[config.mk]
export PLATFORM = sky130hd
export DESIGN_NAME = boreal_pio_master
export DESIGN_NICKNAME = d
export VERILOG_FILES = /design/src/rtl/boreal_pio_master.sv
export SDC_FILE = /design/constraint.sdc
export NUM_CORES = 1
export LEC_CHECK = 0
export ABC_AREA = 1
export CORE_MARGIN = 4
export CORE_UTILIZATION = 60
export CTS_CLUSTER_SIZE = 30
export DETAILED_ROUTE_END_ITERATION = 10
export PLACE_DENSITY = 0.85
export RECOVER_POWER = 25
export SYNTH_ARGS = -nofsm -noshare
export SYNTH_HDL_FRONTEND = slang
export SYNTH_SLANG_ARGS = --single-unit
[constraint.sdc]
create_clock -name clk -period 6.3 [get_ports clk]
set_input_delay 1.26 -clock clk [delete_from_list [all_inputs] [get_ports clk]]
set_output_delay 1.26 -clock clk [all_outputs]
set_load 0.01 [all_outputs]
[src/rtl/boreal_pio_master.sv]
// boreal_pio_master: queued PIO master for the privileged register slave.
// Commands are buffered in a small FIFO, range-checked, then executed one at
// a time as a single-beat sel/ack bus cycle with a bounded wait for ack.
// Optional feature macro: BOREAL_PIO_WRITE_VERIFY_EN (read-back check of
// every write; writes report 11 on readback mismatch).
module boreal_pio_master #(
   parameter int unsigned CMD_DEPTH  = 4,
   parameter int unsigned TIMEOUT    = 16,
   parameter logic [31:0] ADDR_LIMIT = 32'h0000_0400
) (
   input  logic        clk,
   input  logic        rst_n,
   input  logic        cmd_valid,
   output logic        cmd_ready,
   input  logic        cmd_wr,
   input  logic [31:0] cmd_addr,
   input  logic [31:0] cmd_wdata,
   output logic        rsp_valid,
   input  logic        rsp_ready,
   output logic [31:0] rsp_rdata,
   output logic [1:0]  rsp_code,
   output logic        sel,
   output logic        wr,
   output logic [31:0] addr,
   output logic [31:0] wdata,
   input  logic [31:0] rdata,
   input  logic        ack,
   output logic        busy
);

   localparam int unsigned AW = $clog2(CMD_DEPTH);
   localparam int unsigned CW = $clog2(CMD_DEPTH) + 1;
   localparam logic [7:0]  TO_LAST = 8'(TIMEOUT - 1);

   localparam logic [1:0] CODE_OK   = 2'b00;
   localparam logic [1:0] CODE_ADDR = 2'b01;
   localparam logic [1:0] CODE_TO   = 2'b10;
`ifdef BOREAL_PIO_WRITE_VERIFY_EN
   localparam logic [1:0] CODE_MIS  = 2'b11;
`endif

   typedef enum logic [2:0] {
      IDLE,
      CHECK,
      REQ,
`ifdef BOREAL_PIO_WRITE_VERIFY_EN
      VERIFY,
`endif
      RESP
   } state_t;

   state_t state;

   logic [64:0]   fifo_mem [CMD_DEPTH];
   logic [AW-1:0] wp;
   logic [AW-1:0] rp;
   logic [CW-1:0] count;
   logic          fifo_empty;
   logic          push;
   logic          pop;

   logic [7:0]    tcnt;
   logic          w_wr;
   logic [31:0]   w_addr;
   logic [31:0]   w_wdata;

   assign fifo_empty = (count == '0);
   assign cmd_ready  = (count != CW'(CMD_DEPTH));
   assign push       = cmd_valid && cmd_ready;
   assign pop        = (state == IDLE) && !fifo_empty && !rsp_valid;
   assign busy       = !fifo_empty || (state != IDLE);

   // Command storage; no reset needed, validity is tracked by count.
   always_ff @(posedge clk) begin
      if (push) begin
         fifo_mem[wp] <= {cmd_wr, cmd_addr, cmd_wdata};
      end
   end

   // FIFO pointers and occupancy; pointers wrap naturally at CMD_DEPTH.
   always_ff @(posedge clk or negedge rst_n) begin
      if (!rst_n) begin
         wp    <= '0;
         rp    <= '0;
         count <= '0;
      end else begin
         if (push) wp <= wp + AW'(1);
         if (pop)  rp <= rp + AW'(1);
         case ({push, pop})
            2'b10:   count <= count + CW'(1);
            2'b01:   count <= count - CW'(1);
            default: count <= count;
         endcase
      end
   end

   // Control FSM with registered bus and response outputs.
   always_ff @(posedge clk or negedge rst_n) begin
      if (!rst_n) begin
         state     <= IDLE;
         sel       <= 1'b0;
         wr        <= 1'b0;
         addr      <= '0;
         wdata     <= '0;
         rsp_valid <= 1'b0;
         rsp_rdata <= '0;
         rsp_code  <= CODE_OK;
         tcnt      <= '0;
         w_wr      <= 1'b0;
         w_addr    <= '0;
         w_wdata   <= '0;
      end else begin
         case (state)
            IDLE: begin
               if (pop) begin
                  {w_wr, w_addr, w_wdata} <= fifo_mem[rp];
                  state <= CHECK;
               end
            end

            CHECK: begin
               if ((w_addr[1:0] != 2'b00) || (w_addr >= ADDR_LIMIT)) begin
                  rsp_valid <= 1'b1;
                  rsp_rdata <= '0;
                  rsp_code  <= CODE_ADDR;
                  state     <= RESP;
               end else begin
                  sel   <= 1'b1;
                  wr    <= w_wr;
                  addr  <= w_addr;
                  wdata <= w_wr ? w_wdata : '0;
                  tcnt  <= '0;
                  state <= REQ;
               end
            end

            REQ: begin
               if (ack) begin
                  sel   <= 1'b0;
                  wr    <= 1'b0;
                  wdata <= '0;
`ifdef BOREAL_PIO_WRITE_VERIFY_EN
                  if (wr) begin
                     // addr is kept so VERIFY can re-issue it as a read
                     tcnt  <= '0;
                     state <= VERIFY;
                  end else begin
                     addr      <= '0;
                     rsp_valid <= 1'b1;
                     rsp_rdata <= rdata;
                     rsp_code  <= CODE_OK;
                     state     <= RESP;
                  end
`else
                  addr      <= '0;
                  rsp_valid <= 1'b1;
                  rsp_rdata <= wr ? '0 : rdata;
                  rsp_code  <= CODE_OK;
                  state     <= RESP;
`endif
               end else if (tcnt == TO_LAST) begin
                  sel       <= 1'b0;
                  wr        <= 1'b0;
                  addr      <= '0;
                  wdata     <= '0;
                  rsp_valid <= 1'b1;
                  rsp_rdata <= '0;
                  rsp_code  <= CODE_TO;
                  state     <= RESP;
               end else begin
                  tcnt <= tcnt + 8'd1;
               end
            end

`ifdef BOREAL_PIO_WRITE_VERIFY_EN
            VERIFY: begin
               // first VERIFY cycle has sel low; the read-back starts on its edge
               if (!sel) begin
                  sel  <= 1'b1;
                  tcnt <= '0;
               end else if (ack) begin
                  sel       <= 1'b0;
                  addr      <= '0;
                  rsp_valid <= 1'b1;
                  rsp_rdata <= rdata;
                  rsp_code  <= (rdata == w_wdata) ? CODE_OK : CODE_MIS;
                  state     <= RESP;
               end else if (tcnt == TO_LAST) begin
                  sel       <= 1'b0;
                  addr      <= '0;
                  rsp_valid <= 1'b1;
                  rsp_rdata <= '0;
                  rsp_code  <= CODE_TO;
                  state     <= RESP;
               end else begin
                  tcnt <= tcnt + 8'd1;
               end
            end
`endif

            RESP: begin
               if (rsp_ready) begin
                  rsp_valid <= 1'b0;
                  rsp_rdata <= '0;
                  rsp_code  <= CODE_OK;
                  state     <= IDLE;
               end
            end

            default: state <= IDLE;
         endcase
      end
   end

endmodule

==> flow_metrics.py, run 1 <==
metrics = {
    "sta": {
        "maxSlewHeadroom_pct": 15.2,
        "finalHoldViolCount": 0,
        "setup_viol": 0,
        "final_max_slew_viol_count": 0,
        "setup_tns_ns": 0,
        "holdWs_ns": 0.468,
        "fin_crit_sh_pct": 52.2,
        "worst_slack_ns": 3.01,
        "fmax_ghz": 0.304,
        "worstMarginPinSlew_ns": 1.27,
        "period_needed_ns": 3.29,
        "grt_setup_unrepaired": "no",
        "skew_ns": 0.0219,
    },
    "setup_path": {
        "crit_path_frequent_cell": "nand2_1",
        "crit_path_end_kind": "register",
        "arrival_ns": 3.74,
        "crit_chain": "nor2_1 -> nand2_1 -> nor2_1 -> nand3_1 -> nand2_2 -> buf_4 -> nand2_2 -> nand2_4 -> nand2_1 -> nand2_1",
        "path_class": "register to register",
        "cp_slowest_stage_delay_ns": 0.63,
        "cp.required_ns": 6.75,
        "start_kind": "register",
        "cpMaxStageDelayCell": "buf_4",
        "crit_start": "w_addr[19]",
        "rr_startpoint": "w_addr[19]",
        "cp_max_fo": 77,
    },
    "yosys": {
        "avgSynthCellArea_sq_um": 10.9,
        "ys_ff_latch": 443,
        "syn_inst": 1630,
        "async_reset_ff_share_pct": 41.3,
        "synth_flop_cell": "edfxtp_1",
        "yosysTopAreaCell": "edfxtp_1",
        "ys_top_cells_by_count": "nand2_1 (384), edfxtp_1 (260), nor2_1 (205)",
        "syn_nets": 1744,
        "yosysSeqAreaShare_pct": 69.5,
        "synth.most_common_cell": "nand2_1",
        "synth_cell_types": 31,
        "synth_top_area_share_pct": 43.8,
        "yosys_warnings": 0,
        "synth_edf_count": 260,
        "netlist_top_cells_area": "edfxtp_1 (44%), dfrtp_1 (26%), nand2_1 (8.1%)",
        "synthesis.area_sq_um": 17800,
    },
    "cts": {
        "cts_setup_buffers": 0,
        "clkLatencyLatePin_ns": 0.54,
        "path_clk_slew_ns": 0.06,
        "cts_tree": "done",
        "cts_resized": 0,
        "clock-sinks": 443,
        "htreeDepth": 2,
        "root_buffer": "clkbuf_16",
        "cts_buffers": 44,
        "ctsHoldBuffers": 0,
        "clk_path_buf_depth": 3,
    },
    "floorplanning": {
        "io_pins": 205,
        "num_rows": 62,
        "start_util_pct": 61.4,
        "die_area_sq_um": 32500,
        "fp.dieH_microns": 180,
        "core_area_sq_um": 29000,
        "die_width_microns": 180,
    },
    "detailed_routing": {
        "via_per_inst": 5.84,
        "dr.pass1.iters": 9,
        "wire_per_inst_microns": 19.0,
        "drtIter0Drc": 1423,
        "remaining_drc_errors": 0,
        "detail-route-antenna-nets": 0,
        "vias": 12900,
        "routed_wl_mm": 42.2,
    },
    "final_layout": {
        "seqCellArea_sq_um": 12400,
        "multi_input_area_sq_um": 4630,
        "fin_util_pct": 74.0,
        "layout-drive-gt1-share_pct": 5.80,
        "syn_to_final_growth_pct": 20.5,
        "fin_nets": 1908,
        "fill_cells": 1867,
    },
    "global_routing": {
        "grt.overflow.total": 0,
        "grt_pass1_vias": 12500,
        "grt_usage_pct": 25.5,
        "antenna_found_initial": 1,
        "grt_pass1_wl_mm": 67.4,
        "grt_max_degree": 132,
    },
    "run_status": {
        "status": "completed",
    },
    "min_path": {
        "hp-class": "register to register",
        "holdCritStartpoint": "addr[15]",
    },
    "pwr": {
        "p_leak_nw": 8.85,
        "p_per_area_nw_per_um2": 514,
        "vdd.ir_drop.worst_mv": 0.404,
        "power_mw": 11.0,
    },
    "job": {
        "maxCapViolCount": 0,
    },
    "placed_design": {
        "gp_congestion": 0.805,
        "dpl.hpwl_mm": 25.0,
        "place_ws_ns": 2.68,
        "portBuffers": 204,
    },
}
-- power by group --
group          total, mW  switching (mW)  internal [mW]  leakage [nW]
Clock               2.62            1.07           1.56         0.707
Sequential          4.45           0.463           3.98          4.76
Combinational       3.96            2.61           1.35          3.38
-- stage by stage --
step	instance area (sq um)	instances
after floorplan	17800	1630
after global placement	20000	2132
final	21500	2214
after CTS	21500	2213
after detailed placement	20000	2132
after global routing	21500	2214
-- cells in the final DEF (no fill, tap or decap), drive strengths merged --
cell	instances
clkdlybuf4s50	141
edfxtp	260
nand3	48
dlygate4sd3	62
clkinv	15
nand4	74
o21ai	161
o22ai	65
diode	1
inv	85
ha	11
nand2	388
nand3b	1
xor2	5
xnor2	2
nor3	28
fa	1
buf	19
a21oi	3
nor2	205
clkbuf	60
dfrtp	183
bufinv	5
o21bai	2
clkinvlp	3
or2	2
-- layout make-up --
class | instances | area share (%)
flip-flops and latches | 443 | 57.7
multi-input cells | 996 | 21.5
repair buffers | 223 | 10.2
clock buffers | 59 | 5.63
well taps | 384 | 2.24
inverters | 86 | 1.52
clock inverters | 22 | 1.16
diodes | 1 | 0.0117
-- layer usage --
| metal | global-route usage [%] | vias up | part of all wire [%] |
|---|---|---|---|
| met5 | 0 | - | 0 |
| met4 | 6.62 | 0 | 2.3 |
| met3 | 4.14 | 86 | 9.4 |
| met2 | 41.0 | 674 | 47 |
| met1 | 37.2 | 6270 | 41 |
| li1 | - | 5889 | - |
-- flip-flops by register name, indices dropped and copies added, names as in the netlist --
register / count
w_addr: 32
rsp_code: 2
wp: 2
state: 2
rp: 2
sel: 1
count: 3
wdata: 32
rsp_valid: 1
rsp_rdata: 32
fifo_mem: 260
w_wr: 1
addr: 32
wr: 1
tcnt: 8
w_wdata: 32
-- worst paths after layout --
path	end	slack (ns)	cells after the start
min reg2reg	addr[15]	0.47	2
min	addr[15]	0.47	2
max reg2reg	rsp_rdata[29]	3.01	10
min in group asynchronous	tcnt[7]	0.84	1
max in group asynchronous	w_addr[10]	4.03	2
max	rsp_rdata[29]	3.01	10
-- worst max-delay path: cells and delay by family, from the launching register on --
family        cells  cell delay [ns]
simple gates      9             2.13
flops             1             0.42
buf+inv           1             0.63
-- cell families after synthesis --
group	synth area share, %
xor gates and xnor gates	0.344
and+or+nand+nor	17.6
adders and majority gates	0.885
AOI/OAI and AO/OA	6.97
DFF	69.5
buffers and inverters	4.68
(Power assumes the default switching activity.)
==> run 2, diff against run 1 <==
- CORE_UTILIZATION: 60 -> 56
- PLACE_DENSITY: 0.85 -> 0.8
- clock period: 6.3 -> 3.1 ns (I/O delays scaled with it)
==> run 2 against run 1 <==
Against the previous run: the run now ends with max-capacitance violations, max-slew violations left; combinational power increased by 110%; global-route usage decreased by 1.9 points; worst hold slack worse by 0.0080 ns; die area up 6.8%; clock skew decreased by 0.0091 ns; cell count is 1.2% higher; clock power grew 94%; worst setup slack worse by 2.5 ns; sequential share of layout area decreased by 0.38 points; critical path type is now register to output port; largest cell class unchanged.
==> flow_metrics.py, run 2 (same netlist as run 1, synthesis figures left out) <==
metrics = {
    "run_status": {
        "status": "complete, but fails checks",
        "violations": "max-capacitance violations, max-slew violations",
    },
    "sta": {
        "final_max_slew_viol_count": 62,
        "fin_crit_sh_pct": 82.8,
        "period_needed_ns": 2.57,
        "setup_viol": 0,
        "grt_setup_unrepaired": "no",
        "worst_slack_ns": 0.533,
        "finalHoldViolCount": 0,
        "fmax_ghz": 0.390,
        "maxSlewHeadroom_pct": -6.11,
        "holdWs_ns": 0.460,
        "skew_ns": 0.0128,
        "worstMarginPinSlew_ns": 1.59,
    },
    "cts": {
        "clkLatencyLatePin_ns": 0.55,
        "cts_tree": "done",
        "htreeDepth": 2,
        "clock-sinks": 443,
        "ctsHoldBuffers": 0,
        "root_buffer": "clkbuf_16",
        "cts_setup_buffers": 0,
        "cts_buffers": 43,
        "path_clk_slew_ns": 0.06,
        "clk_path_buf_depth": 3,
        "cts_resized": 0,
    },
    "pwr": {
        "p_leak_nw": 8.89,
        "internal_power_mw": 13.9,
        "power_mw": 22.3,
        "p_clk_share_pct": 22.7,
        "p_per_area_nw_per_um2": 1030,
        "power_frac_seq_pct": 39.9,
        "combPwrFrac_pct": 37.4,
        "sw_frac_of_total_pct": 37.7,
        "vdd.ir_drop.worst_mv": 0.597,
        "p_sw_mw": 8.41,
    },
    "final_layout": {
        "instances_no_fill": 2241,
        "largest_reg_flops": 260,
        "fill_cells": 2181,
        "mostFrequentLayoutCells": "nand2_1 (384), edfxtp_1 (260), nor2_1 (201), dfrtp_1 (182), clkdlybuf4s50_1 (154)",
        "max_flop_register": "fifo_mem",
        "multi_input_area_sq_um": 4630,
        "fin_util_pct": 68.7,
        "final_common_cell": "nand2_1",
        "seqCellArea_sq_um": 12400,
        "syn_to_final_growth_pct": 21.3,
        "layout-drive-gt1-share_pct": 6.21,
        "fin_nets": 1914,
    },
    "placed_design": {
        "dpl.hpwl_mm": 25.7,
        "placed_cells": 2157,
        "gp_congestion": 0.822,
        "place_ws_ns": 0.717,
        "portBuffers": 204,
    },
    "global_routing": {
        "grt_pass1_wl_mm": 67.3,
        "grt_max_degree": 101,
        "grt_pass1_vias": 12400,
        "grt.overflow.total": 0,
        "antenna_found_initial": 9,
        "grt_usage_pct": 23.6,
    },
    "setup_path": {
        "arrival_ns": 1.95,
        "crit_path_end_kind": "output port",
        "cp_max_fo": 5,
        "cp.required_ns": 2.48,
        "start_kind": "register",
        "path_class": "register to output port",
    },
    "detailed_routing": {
        "routed_wl_mm": 41.9,
        "via_per_inst": 5.67,
        "remaining_drc_errors": 0,
        "dr.pass1.iters": 5,
        "detail-route-antenna-nets": 0,
        "drtIter0Drc": 1222,
        "vias": 12700,
        "wire_per_inst_microns": 18.7,
    },
    "floorplanning": {
        "start_util_pct": 56.6,
        "fp.dieH_microns": 186,
        "num_rows": 65,
        "core_area_sq_um": 31500,
        "die_area_sq_um": 34700,
        "io_pins": 205,
        "die_width_microns": 186,
    },
    "job": {
        "maxCapViolCount": 1,
    },
    "min_path": {
        "hp-class": "input port to async pin",
    },
}
## run 2: cell count changes in the layout (fill, tap and decap cells not counted), sizes merged
cell           before  now
clkinv             15   24
buf                19   26
clkdlybuf4s50     141  154
bufinv              5    3
dlygate4sd3        62   49
clkbuf             60   52
inv                85   84
clkinvlp            3    4
diode               1    4
## run 2: layout make-up
type                    instances  area share [%]
diodes                          4          0.0463
clock buffers                  51            5.22
clock inverters                29            1.22
inverters                      86            1.51
multi-input cells             996            21.4
flip-flops and latches        443            57.3
well taps                     402            2.33
repair buffers                230            11.0
## run 2: power groups by stage
| stage | clock network, mW | logic, mW | registers, mW |
|---|---|---|---|
| after floorplan | 0 | 4.91 | 9.13 |
| after global placement | 0 | 8.03 | 8.93 |
| after detailed placement | 0 | 8.27 | 8.99 |
| after CTS | 5.14 | 8.35 | 8.89 |
| after global routing | 5.43 | 9.18 | 9.06 |
| final | 5.08 | 8.34 | 8.90 |
## run 2: metrics by stage
stage          TNS (ns)  area, sq um
4_1_cts               0        21600
5_1_grt               0        21600
3_5_place_dp          0        20200
6_report              0        21600
2_1_floorplan   -236.69        17800
3_3_place_gp          0        20200
## run 2: worst paths after layout
path,from,slack (ns),to,cells after the start
max,state[0],0.53,busy,4
min,rst_n,0.46,tcnt[7],1
max reg2reg,state[0],0.78,rsp_rdata[14],8
min reg2reg,wdata[23],0.47,wdata[23],2
max in group asynchronous,rst_n,1.42,rsp_rdata[2],2
min in group clk,wdata[23],0.47,wdata[23],2
## run 2: worst max-delay path, cell delays in order, from the launching register on
cell and delay (ns):
dfrtp_1 0.43, inv_1 0.09, ha_2 0.21, nand4_1 0.12, clkdlybuf4s50_1 0.56
## run 2: per-layer routing
metal | track usage (%) | routed length, microns
met2 | 37.6 | 19800
met5 | 0 | 69
met3 | 5.59 | 3610
met4 | 7.20 | 910
met1 | 33.0 | 17600
==> run 3, diff against run 2 <==
- CORE_UTILIZATION: 56 -> 51
- PLACE_DENSITY: 0.8 -> 0.77
- clock period: 3.1 -> 2.09 ns (I/O delays scaled with it)
==> run 3 against run 2 <==
Against the previous run: the flow now finishes without violations; final area rose by 1.5%; critical endpoint is now count[2]; non-clock buffer count rose by 17; sequential share of layout area fell by 0.85 points; worst hold slack got worse by 0.065 ns.
==> flow_metrics.py, run 3 (same netlist as run 1, synthesis figures left out) <==
metrics = {
    "run_status": {
        "status": "completed",
    },
    "job": {
        "maxCapViolCount": 0,
    },
    "final_layout": {
        "fill_cells": 2582,
        "final_common_cell": "nand2_1",
        "layout-drive-gt1-share_pct": 7.34,
        "mostFrequentLayoutCells": "nand2_1 (383), edfxtp_1 (260), nor2_1 (201), dfrtp_1 (181), o21ai_0 (152)",
        "largest_reg_flops": 260,
        "syn_to_final_growth_pct": 23.2,
        "fin_nets": 1932,
        "fin_util_pct": 63.7,
        "instances_no_fill": 2308,
        "seqCellArea_sq_um": 12400,
        "max_flop_register": "fifo_mem",
        "multi_input_area_sq_um": 4680,
    },
    "cts": {
        "root_buffer": "clkbuf_16",
        "clkLatencyLatePin_ns": 0.55,
        "cts_setup_buffers": 0,
        "cts_buffers": 44,
        "cts_tree": "done",
        "clock-sinks": 443,
        "clk_path_buf_depth": 3,
        "htreeDepth": 2,
        "path_clk_slew_ns": 0.06,
    },
    "placed_design": {
        "place_ws_ns": 0.0525,
        "dpl.hpwl_mm": 27.1,
        "placed_cells": 2226,
        "gp_congestion": 0.860,
        "portBuffers": 204,
    },
    "sta": {
        "grt_setup_unrepaired": "no",
        "final_max_slew_viol_count": 0,
        "skew_ns": 0.0205,
        "fmax_ghz": 0.513,
        "fin_crit_sh_pct": 93.3,
        "maxSlewHeadroom_pct": 64.2,
        "finalHoldViolCount": 0,
        "period_needed_ns": 1.95,
        "worstMarginPinSlew_ns": 0.537,
        "setup_tns_ns": 0,
        "worst_slack_ns": 0.139,
        "setup_viol": 0,
    },
    "pwr": {
        "p_leak_nw": 9.01,
        "vdd.ir_drop.worst_mv": 1.11,
        "p_per_area_nw_per_um2": 1530,
    },
    "detailed_routing": {
        "detail-route-antenna-nets": 0,
        "vias": 12700,
        "via_per_inst": 5.49,
        "routed_wl_mm": 42.7,
        "wire_per_inst_microns": 18.5,
        "dr.pass1.iters": 6,
        "remaining_drc_errors": 0,
        "drtIter0Drc": 1277,
    },
    "floorplanning": {
        "fp.dieH_microns": 195,
        "die_area_sq_um": 38000,
        "num_rows": 68,
        "core_area_sq_um": 34500,
        "io_pins": 205,
        "start_util_pct": 51.7,
        "die_width_microns": 195,
    },
    "setup_path": {
        "rr_worst_depth": 12,
        "cp.required_ns": 2.50,
        "rrSetupSlack_ns": 0.14,
        "start_kind": "register",
        "rr_startpoint": "state[0]",
        "r2r-end": "count[2]",
        "path_class": "register to register",
        "cp_max_fo": 3,
        "arrival_ns": 2.37,
        "crit_path_end_kind": "register",
    },
    "global_routing": {
        "grt_pass1_vias": 12200,
        "grt_usage_pct": 21.9,
        "antenna_found_initial": 2,
        "grt.overflow.total": 0,
        "grt_max_degree": 132,
        "grt_pass1_wl_mm": 67.2,
    },
    "min_path": {
        "hp-class": "input port to async pin",
    },
}
==> run 3: changes by cell type in the layout (fill, tap and decap cells not counted), moves of 5 or more <==
cell	change
clkbuf_1	+7
buf_4	+5
inv_1	-5
inv_2	+5
dlygate4sd3_1	+14
clkdlybuf4s50_1	-15
buf_12	+11
==> run 3: critical path, cell delays in order, from the launching register on <==
cell and delay (ns):
dfrtp_1 0.37, inv_1 0.11, ha_4 0.16, inv_2 0.03
nor2_1 0.07, nand2_1 0.08, inv_2 0.11, ha_4 0.14
inv_2 0.04, fa_2 0.35, a21oi_1 0.13, o21ai_1 0.09
xor2_1 0.14
==> run 3: where the power goes <==
group          leakage, nW  total [mW]  internal [mW]  switching (mW)
Sequential            4.76        13.2           12.0            1.16
Combinational         3.58        13.1           4.78            8.27
Clock                0.659        7.36           4.21            3.14
Total                 9.01        33.6           21.0            12.6
==> run 3: cell type report <==
type / count / area share (%)
antenna: 1 / 0.0114
sequential: 443 / 56.5
timing repair buffer: 247 / 12.0
tap: 455 / 2.59
multi-input combinational: 996 / 21.3
clock buffer: 59 / 5.37
clock inverter: 21 / 0.724
inverter: 86 / 1.48
==> run 3: how the worst max path moves through the flow <==
stage / from / endpoint / slack [ns] / cells after the start
finish: state[0] / count[2] / 0.14 / 12
global route: state[0] / count[2] / 0.02 / 12
CTS: state[0] / busy / 0.08 / 4
detailed placement: cmd_valid / count[2] / 0.05 / 8
global placement: cmd_valid / count[2] / 0.04 / 8
floorplan: state[0] / count[2] / -0.06 / 14
==> run 3: metal layers <==
layer  global-route usage, %  wire, microns
met5                       0              0
met4                    5.53            949
met3                    4.14           3170
met2                    33.6          19500
met1                    32.9          19100
==> run 3: stage by stage <==
stage                     total power [mW]  instance area, sq um  hold slack [ns]
after global routing                  35.6                 21900            0.429
after floorplan                       20.9                 17900            0.122
final                                 33.6                 21900            0.395
after CTS                             33.7                 21900            0.403
after global placement                25.8                 20600            0.410
after detailed placement              26.2                 20600            0.407
==> run 3: repair_timing <==
item	4_1_cts	5_1_grt
hold buffers	1	0
setup endpoints to repair	2	9
resized for setup	6	2
endpoints found under the hold margin	48	0
cloned	0	0
